<file path="config.mk">
export PLATFORM = sky130hd
export DESIGN_NAME = ga_memory_sequencer
export DESIGN_NICKNAME = d
export VERILOG_FILES = /design/src/rtl/ga_mem_pkg.sv /design/src/rtl/ga_phase_counter.sv /design/src/rtl/ga_memory_sequencer.sv
export SDC_FILE = /design/constraint.sdc
export NUM_CORES = 1
export LEC_CHECK = 0
export CAP_MARGIN = 20
export CORE_AREA = 4 4 41 43
export CTS_CLUSTER_SIZE = 14
export DETAILED_ROUTE_END_ITERATION = 7
export DIE_AREA = 0 0 45 47
export MAX_ROUTING_LAYER = met4
export PLACE_DENSITY = 0.68
export SLEW_MARGIN = 20
export SYNTH_ARGS = -nofsm -noshare
export SYNTH_HDL_FRONTEND = slang
export SYNTH_HIERARCHICAL = 1
export SYNTH_SLANG_ARGS = --single-unit
</file>
<file path="constraint.sdc">
create_clock -name clk -period 5.9 [get_ports clk]
set_input_delay 0.885 -clock clk [delete_from_list [all_inputs] [get_ports clk]]
set_output_delay 0.885 -clock clk [all_outputs]
set_load 0.005 [all_outputs]
</file>
<file path="src/rtl/ga_mem_pkg.sv">
// rtl/ga_mem_pkg.sv - phase constants, sequencer state enum and window helper
package ga_mem_pkg;

    // One frame is 16 clks: video slot in phases 0-7, CPU slot in phases 8-15.
    localparam logic [3:0] PH_VID_FIRST       = 4'd0;
    localparam logic [3:0] PH_VID_LAST        = 4'd7;
    localparam logic [3:0] PH_CPU_FIRST       = 4'd8;
    localparam logic [3:0] PH_CPU_LAST        = 4'd15;

    // CPU slot DRAM timing.
    localparam logic [3:0] PH_ACC_RAS_FIRST   = 4'd9;
    localparam logic [3:0] PH_ACC_RAS_LAST    = 4'd14;
    localparam logic [3:0] PH_ACC_CAS_FIRST   = 4'd11;
    localparam logic [3:0] PH_ACC_CAS_LAST    = 4'd14;
    localparam logic [3:0] PH_ACC_RAMRD_FIRST = 4'd9;

    // Video slot is two 4-clk byte fetches; these are sub-phases within a fetch.
    localparam logic [1:0] VID_RAS_SUB        = 2'd1;
    localparam logic [1:0] VID_CAS_SUB        = 2'd2;
    localparam logic [1:0] VID_STROBE_SUB     = 2'd3;
    localparam logic [1:0] CPU_CE_SUB         = 2'd3;

    typedef enum logic [1:0] {
        ST_IDLE   = 2'd0,
        ST_WAIT   = 2'd1,
        ST_ACCESS = 2'd2,
        ST_DONE   = 2'd3
    } seq_state_t;

    function automatic logic in_window(input logic [3:0] p,
                                       input logic [3:0] lo,
                                       input logic [3:0] hi);
        return (p >= lo) && (p <= hi);
    endfunction

endpackage

</file>
<file path="src/rtl/ga_phase_counter.sv">
// rtl/ga_phase_counter.sv - 16-phase frame counter with CPU enable and video decode
//
// Ports:
//   clk, reset   : system clock, synchronous active-high reset
//   phase        : registered frame phase 0..15
//   phase_next   : phase value entered on the next clk (wraps 15 -> 0)
//   cpu_ce       : one-clk pulse at phases 3, 7, 11, 15
//   vid_byte     : video byte select, 0 in phases 0-3, 1 in phases 4-7
//   vid_strobe   : one-clk pulse at phases 3 and 7
module ga_phase_counter
    import ga_mem_pkg::*;
(
    input  logic       clk,
    input  logic       reset,
    output logic [3:0] phase,
    output logic [3:0] phase_next,
    output logic       cpu_ce,
    output logic       vid_byte,
    output logic       vid_strobe
);

    logic in_video;

    assign phase_next = phase + 4'd1;

    always_ff @(posedge clk) begin
        if (reset) begin
            phase <= PH_VID_FIRST;
        end else begin
            phase <= phase_next;
        end
    end

    assign in_video   = in_window(phase, PH_VID_FIRST, PH_VID_LAST);
    assign cpu_ce     = (phase[1:0] == CPU_CE_SUB);
    assign vid_byte   = in_video & phase[2];
    assign vid_strobe = in_video & (phase[1:0] == VID_STROBE_SUB);

endmodule

</file>
<file path="src/rtl/ga_memory_sequencer.sv">
// rtl/ga_memory_sequencer.sv - Z80/video DRAM slot sequencer with optional ROM overlay
//
// Optional feature macro: GA_ROM_MAP_EN (ROM overlay decode and romen_n).
//
// Ports:
//   clk, reset            : 16 MHz clock, synchronous active-high reset
//   mreq_n, rd_n, wr_n    : Z80 bus strobes, active low
//   cpu_a15_14            : CPU address bits 15:14
//   lrom_dis, urom_dis    : lower/upper ROM disable, active high
//   ras_n, cas_n, mwe_n   : DRAM strobes, active low
//   cpu_n                 : 0 = CPU address to RAM, 1 = video address
//   ready                 : 0 = Z80 wait; 1 also opens the RAM data latch
//   romen_n, ramrd_n      : ROM/RAM read enables to CPU data mux, active low
//   vid_byte, vid_strobe  : video byte select / byte-valid pulse
//   cpu_ce                : 4 MHz CPU clock enable pulse
//
// The FSM decides transitions against phase_next, so the state register and
// the phase register always describe the same clk: a request sampled on the
// edge that enters phase 8 goes straight to ACCESS, and every output is a
// decode of registered phase/state only.
module ga_memory_sequencer
    import ga_mem_pkg::*;
(
    input  logic       clk,
    input  logic       reset,
    input  logic       mreq_n,
    input  logic       rd_n,
    input  logic       wr_n,
    input  logic [1:0] cpu_a15_14,
    input  logic       lrom_dis,
    input  logic       urom_dis,
    output logic       ras_n,
    output logic       cas_n,
    output logic       mwe_n,
    output logic       cpu_n,
    output logic       ready,
    output logic       romen_n,
    output logic       ramrd_n,
    output logic       vid_byte,
    output logic       vid_strobe,
    output logic       cpu_ce
);

`ifdef GA_ROM_MAP_EN
    localparam logic ROM_MAP_EN = 1'b1;
`else
    localparam logic ROM_MAP_EN = 1'b0;
`endif

    logic [3:0] phase;
    logic [3:0] phase_next;
    seq_state_t state, state_next;
    logic       acc_wr, acc_rom;
    logic       latch_acc;
    logic       request;
    logic       rom_decode;
    logic       rom_mapped;
    logic       in_video;
    logic [1:0] sub;

    ga_phase_counter u_phase (
        .clk        (clk),
        .reset      (reset),
        .phase      (phase),
        .phase_next (phase_next),
        .cpu_ce     (cpu_ce),
        .vid_byte   (vid_byte),
        .vid_strobe (vid_strobe)
    );

    assign request    = ~mreq_n & (~rd_n | ~wr_n);
    assign rom_decode = ((cpu_a15_14 == 2'b00) & ~lrom_dis) |
                        ((cpu_a15_14 == 2'b11) & ~urom_dis);
    assign rom_mapped = ROM_MAP_EN & rom_decode;

    always_ff @(posedge clk) begin
        if (reset) begin
            state   <= ST_IDLE;
            acc_wr  <= 1'b0;
            acc_rom <= 1'b0;
        end else begin
            state <= state_next;
            if (latch_acc) begin
                acc_wr  <= ~wr_n;
                // Writes always land in RAM, so only reads can target ROM.
                acc_rom <= ~rd_n & wr_n & rom_mapped;
            end
        end
    end

    always_comb begin
        state_next = state;
        latch_acc  = 1'b0;
        unique case (state)
            ST_IDLE: begin
                if (request) begin
                    if (phase_next == PH_CPU_FIRST) begin
                        state_next = ST_ACCESS;
                        latch_acc  = 1'b1;
                    end else begin
                        state_next = ST_WAIT;
                    end
                end
            end
            ST_WAIT: begin
                if (mreq_n) begin
                    state_next = ST_IDLE;
                end else if (phase_next == PH_CPU_FIRST) begin
                    state_next = ST_ACCESS;
                    latch_acc  = 1'b1;
                end
            end
            ST_ACCESS: begin
                // mreq_n is ignored here: a started slot always runs to the end.
                if (phase == PH_CPU_LAST) begin
                    state_next = ST_DONE;
                end
            end
            ST_DONE: begin
                // Hold off until the bus cycle ends so it gets exactly one slot.
                if (mreq_n) begin
                    state_next = ST_IDLE;
                end
            end
            default: state_next = ST_IDLE;
        endcase
    end

    assign in_video = in_window(phase, PH_VID_FIRST, PH_VID_LAST);
    assign sub      = phase[1:0];
    assign cpu_n    = in_video;
    assign ready    = (state != ST_WAIT);

    always_comb begin
        ras_n   = 1'b1;
        cas_n   = 1'b1;
        mwe_n   = 1'b1;
        romen_n = 1'b1;
        ramrd_n = 1'b1;
        if (in_video) begin
            ras_n = ~(sub >= VID_RAS_SUB);
            cas_n = ~(sub >= VID_CAS_SUB);
        end else if (state == ST_ACCESS) begin
            if (acc_rom) begin
                // ACCESS covers the whole CPU slot, so ROM enable spans 8-15.
                romen_n = ~ROM_MAP_EN;
            end else begin
                ras_n   = ~in_window(phase, PH_ACC_RAS_FIRST, PH_ACC_RAS_LAST);
                cas_n   = ~in_window(phase, PH_ACC_CAS_FIRST, PH_ACC_CAS_LAST);
                mwe_n   = ~(acc_wr & in_window(phase, PH_ACC_CAS_FIRST, PH_ACC_CAS_LAST));
                ramrd_n = ~(~acc_wr & (phase >= PH_ACC_RAMRD_FIRST));
            end
        end
    end

endmodule

</file>
==> metrics.txt <==
status completed; Placer Congestion 0.769; global route hottest layer met2; Post-Layout Cell Count 84; All-Layer GR Usage around 11%; DP HPWL roughly 740 µm; Crit Path Category flop to output pin; Core Rows 13; yosys warns 6; slowest CP cell clkdlybuf4s50_1; Pins Over Slew Limit 0; antenna cells 0; cells along the critical path nand2_1 > mux2i_1 > a22oi_1 > clkdlybuf4s50_1; proportion of netlist area held by the largest area contributor 30.2%; Leakage Power 0.271 nW; setup TNS 0 ns; met2 GRT Util approximately 17%; CP endpoint kind output pin; GRT met3 Usage under 10%; final worst-path cycle share between 40 and 50%; CTS Sinks 7; die height 47 µm; area leader, netlist dfxtp_1; Syn Inst Count 53; Synth Net Count 63; ratio of cells with drive above 1 in the final layout 10.1%; Gate power share 18.1%; CORE AREA 0.00130 mm²; TritonCTS clock tree built; post-synth cell types 30; DRC violations left 0; fin area roughly 630 µm²; Fin. Hold Viols 0; CP required roughly 5 ns; Internal a little under 90 µW; post-place setup slack 3.54 ns; initial antenna violation count 0; later-pin clock latency in the skew report approximately 0.25 ns; post-CTS setup repair buffer count 0; # hold bufs at CTS 0; MaxCap Viol Count 0; RSZ-0062 raised after global routing false; Area contributors post-synth dfxtp_1, nor2b_1, nor2_1; PnR worst setup slack 3.27 ns; sequential share of power 45.1%; max frequency roughly 380 MHz; Avg Inst Size Synth about 8.8 µm²; switching part of the total a little over a quarter; number of synthesized flops with an enable pin 0; IO Port Bufs 13; HP Class flop to flop; clock slew at reported path FFs 0.05 ns; clock share of power between 30% and 40%; number of global-route vias before repair 414; Num CTS Buffers 3; crit-path leading delay family buffers and inverters; Starting Density approximately 36%; DRT Wirelength around 1000 µm; final count of negative-setup-slack endpoints 0; min cycle time layout around 2.6 ns; area grow syn2layout 36.1%; worst path arrival time 1.75 ns; Pre-antenna DRT Iters 4; placed cells 80; initial detailed-routing violation count 10; Netlist Area Pre-Place ~460 µm²; Antenna Nets Post-Route 0; Crit path largest cell delay around 0.52 ns; CP bufs+invs 1; via/cell ratio about 5.3; most common cell after layout, fill and taps aside clkdlybuf4s50_1; IO Pins 19; post-cts repair resize count 0; switching power between 30 and 40 µW; CTS H-tree depth 1; Startpoint Class flop; Clk Tree Root Cell clkbuf_4; Peak supply drop 86.7 µV; first-pass GRT wire length approximately 1600 µm; Post-synth top flop dfxtp_1; Seq/Total Area, Yosys between 30% and 40%; met1 Use GR around 12%; routed via count 447; Area after DPL approximately 610 µm²; Fin Clk Skew around 0.0024 ns; Max clock buf depth 2; Die X 45 µm; commonest cells after routing, fill and taps aside clkdlybuf4s50_1, dfxtp_1, nor2b_1, nor2_1; pwr dens 191 mW/mm²; Die Area about 0.0021 mm²; Seq cells post-synth 7; Final #Nets 80; critical path peak fanout 9; largest net degree at the start of global routing 11; wire per inst between 10 and 15 µm; FFs w/ async S/R, synth 0%; global route total overflow 0
-- routing by layer --
metal	vias to the layer above	wire length, µm
met2	17	498
met4	0	9
li1	215	-
met3	4	74
met5	-	0
met1	211	441
-- final cells by class --
type | count | area [µm²]
fillers | 148 | 669
multi-input cells | 43 | 309
flip-flops and latches | 7 | 140
repair buffers | 13 | 130
clock buffers | 4 | 26.3
well taps | 15 | 18.8
inverters | 2 | 7.51
-- cells in the mapped netlist (2+ instances only) --
cell type  number
xnor2_1         2
a21oi_1         2
nand3_1         3
inv_1           2
nor2b_1         6
nor2_1          6
dfxtp_1         7
nand2_1         2
nor3_1          2
-- metrics by stage --
stage | hold WS (ns) | power [mW] | util (%)
floorplan | 0.492 | 0.0650 | -
finish | 0.558 | 0.121 | 48.6
global placement | 0.530 | 0.0764 | 46.5
CTS | 0.563 | 0.122 | 48.6
global route | 0.610 | 0.127 | 48.6
detailed placement | 0.550 | 0.0769 | 46.5
-- power by group through the flow --
stage | logic, mW | clock network (mW) | registers [mW]
3_5_place_dp | 0.0217 | 0 | 0.0552
3_3_place_gp | 0.0214 | 0 | 0.0551
6_report | 0.0218 | 0.0443 | 0.0543
2_1_floorplan | 0.0110 | 0 | 0.0539
4_1_cts | 0.0221 | 0.0455 | 0.0542
5_1_grt | 0.0240 | 0.0479 | 0.0549
-- worst paths after layout --
kind,startpoint,to,slack [ns],cells after the start
min reg2reg,u_phase/phase[0],u_phase/phase[0],0.56,1
max,u_phase/phase[0],cas_n,3.27,4
min,u_phase/phase[0],u_phase/phase[0],0.56,1
max reg2reg,u_phase/phase[0],acc_wr,3.82,5
-- state kept, by name, indices dropped and copies added (netlist names) --
register and count:
u_phase/phase 4, state 2, acc_wr 1
-- cells by family (layout without fill, tap and decap cells) --
family / count (synthesis) / after routing / synth area share [%]
compound gates: 8 / 8 / 12.4
xor+xnor: 3 / 3 / 5.66
fa+ha+maj: 1 / 1 / 2.69
buf+inv: 3 / 19 / 3.24
flops: 7 / 7 / 30.2
mux: 3 / 3 / 7.82
other cells: 1 / 1 / 0.808
simple gates: 27 / 27 / 37.2
No activity file was read; power rests on OpenSTA's default activity.
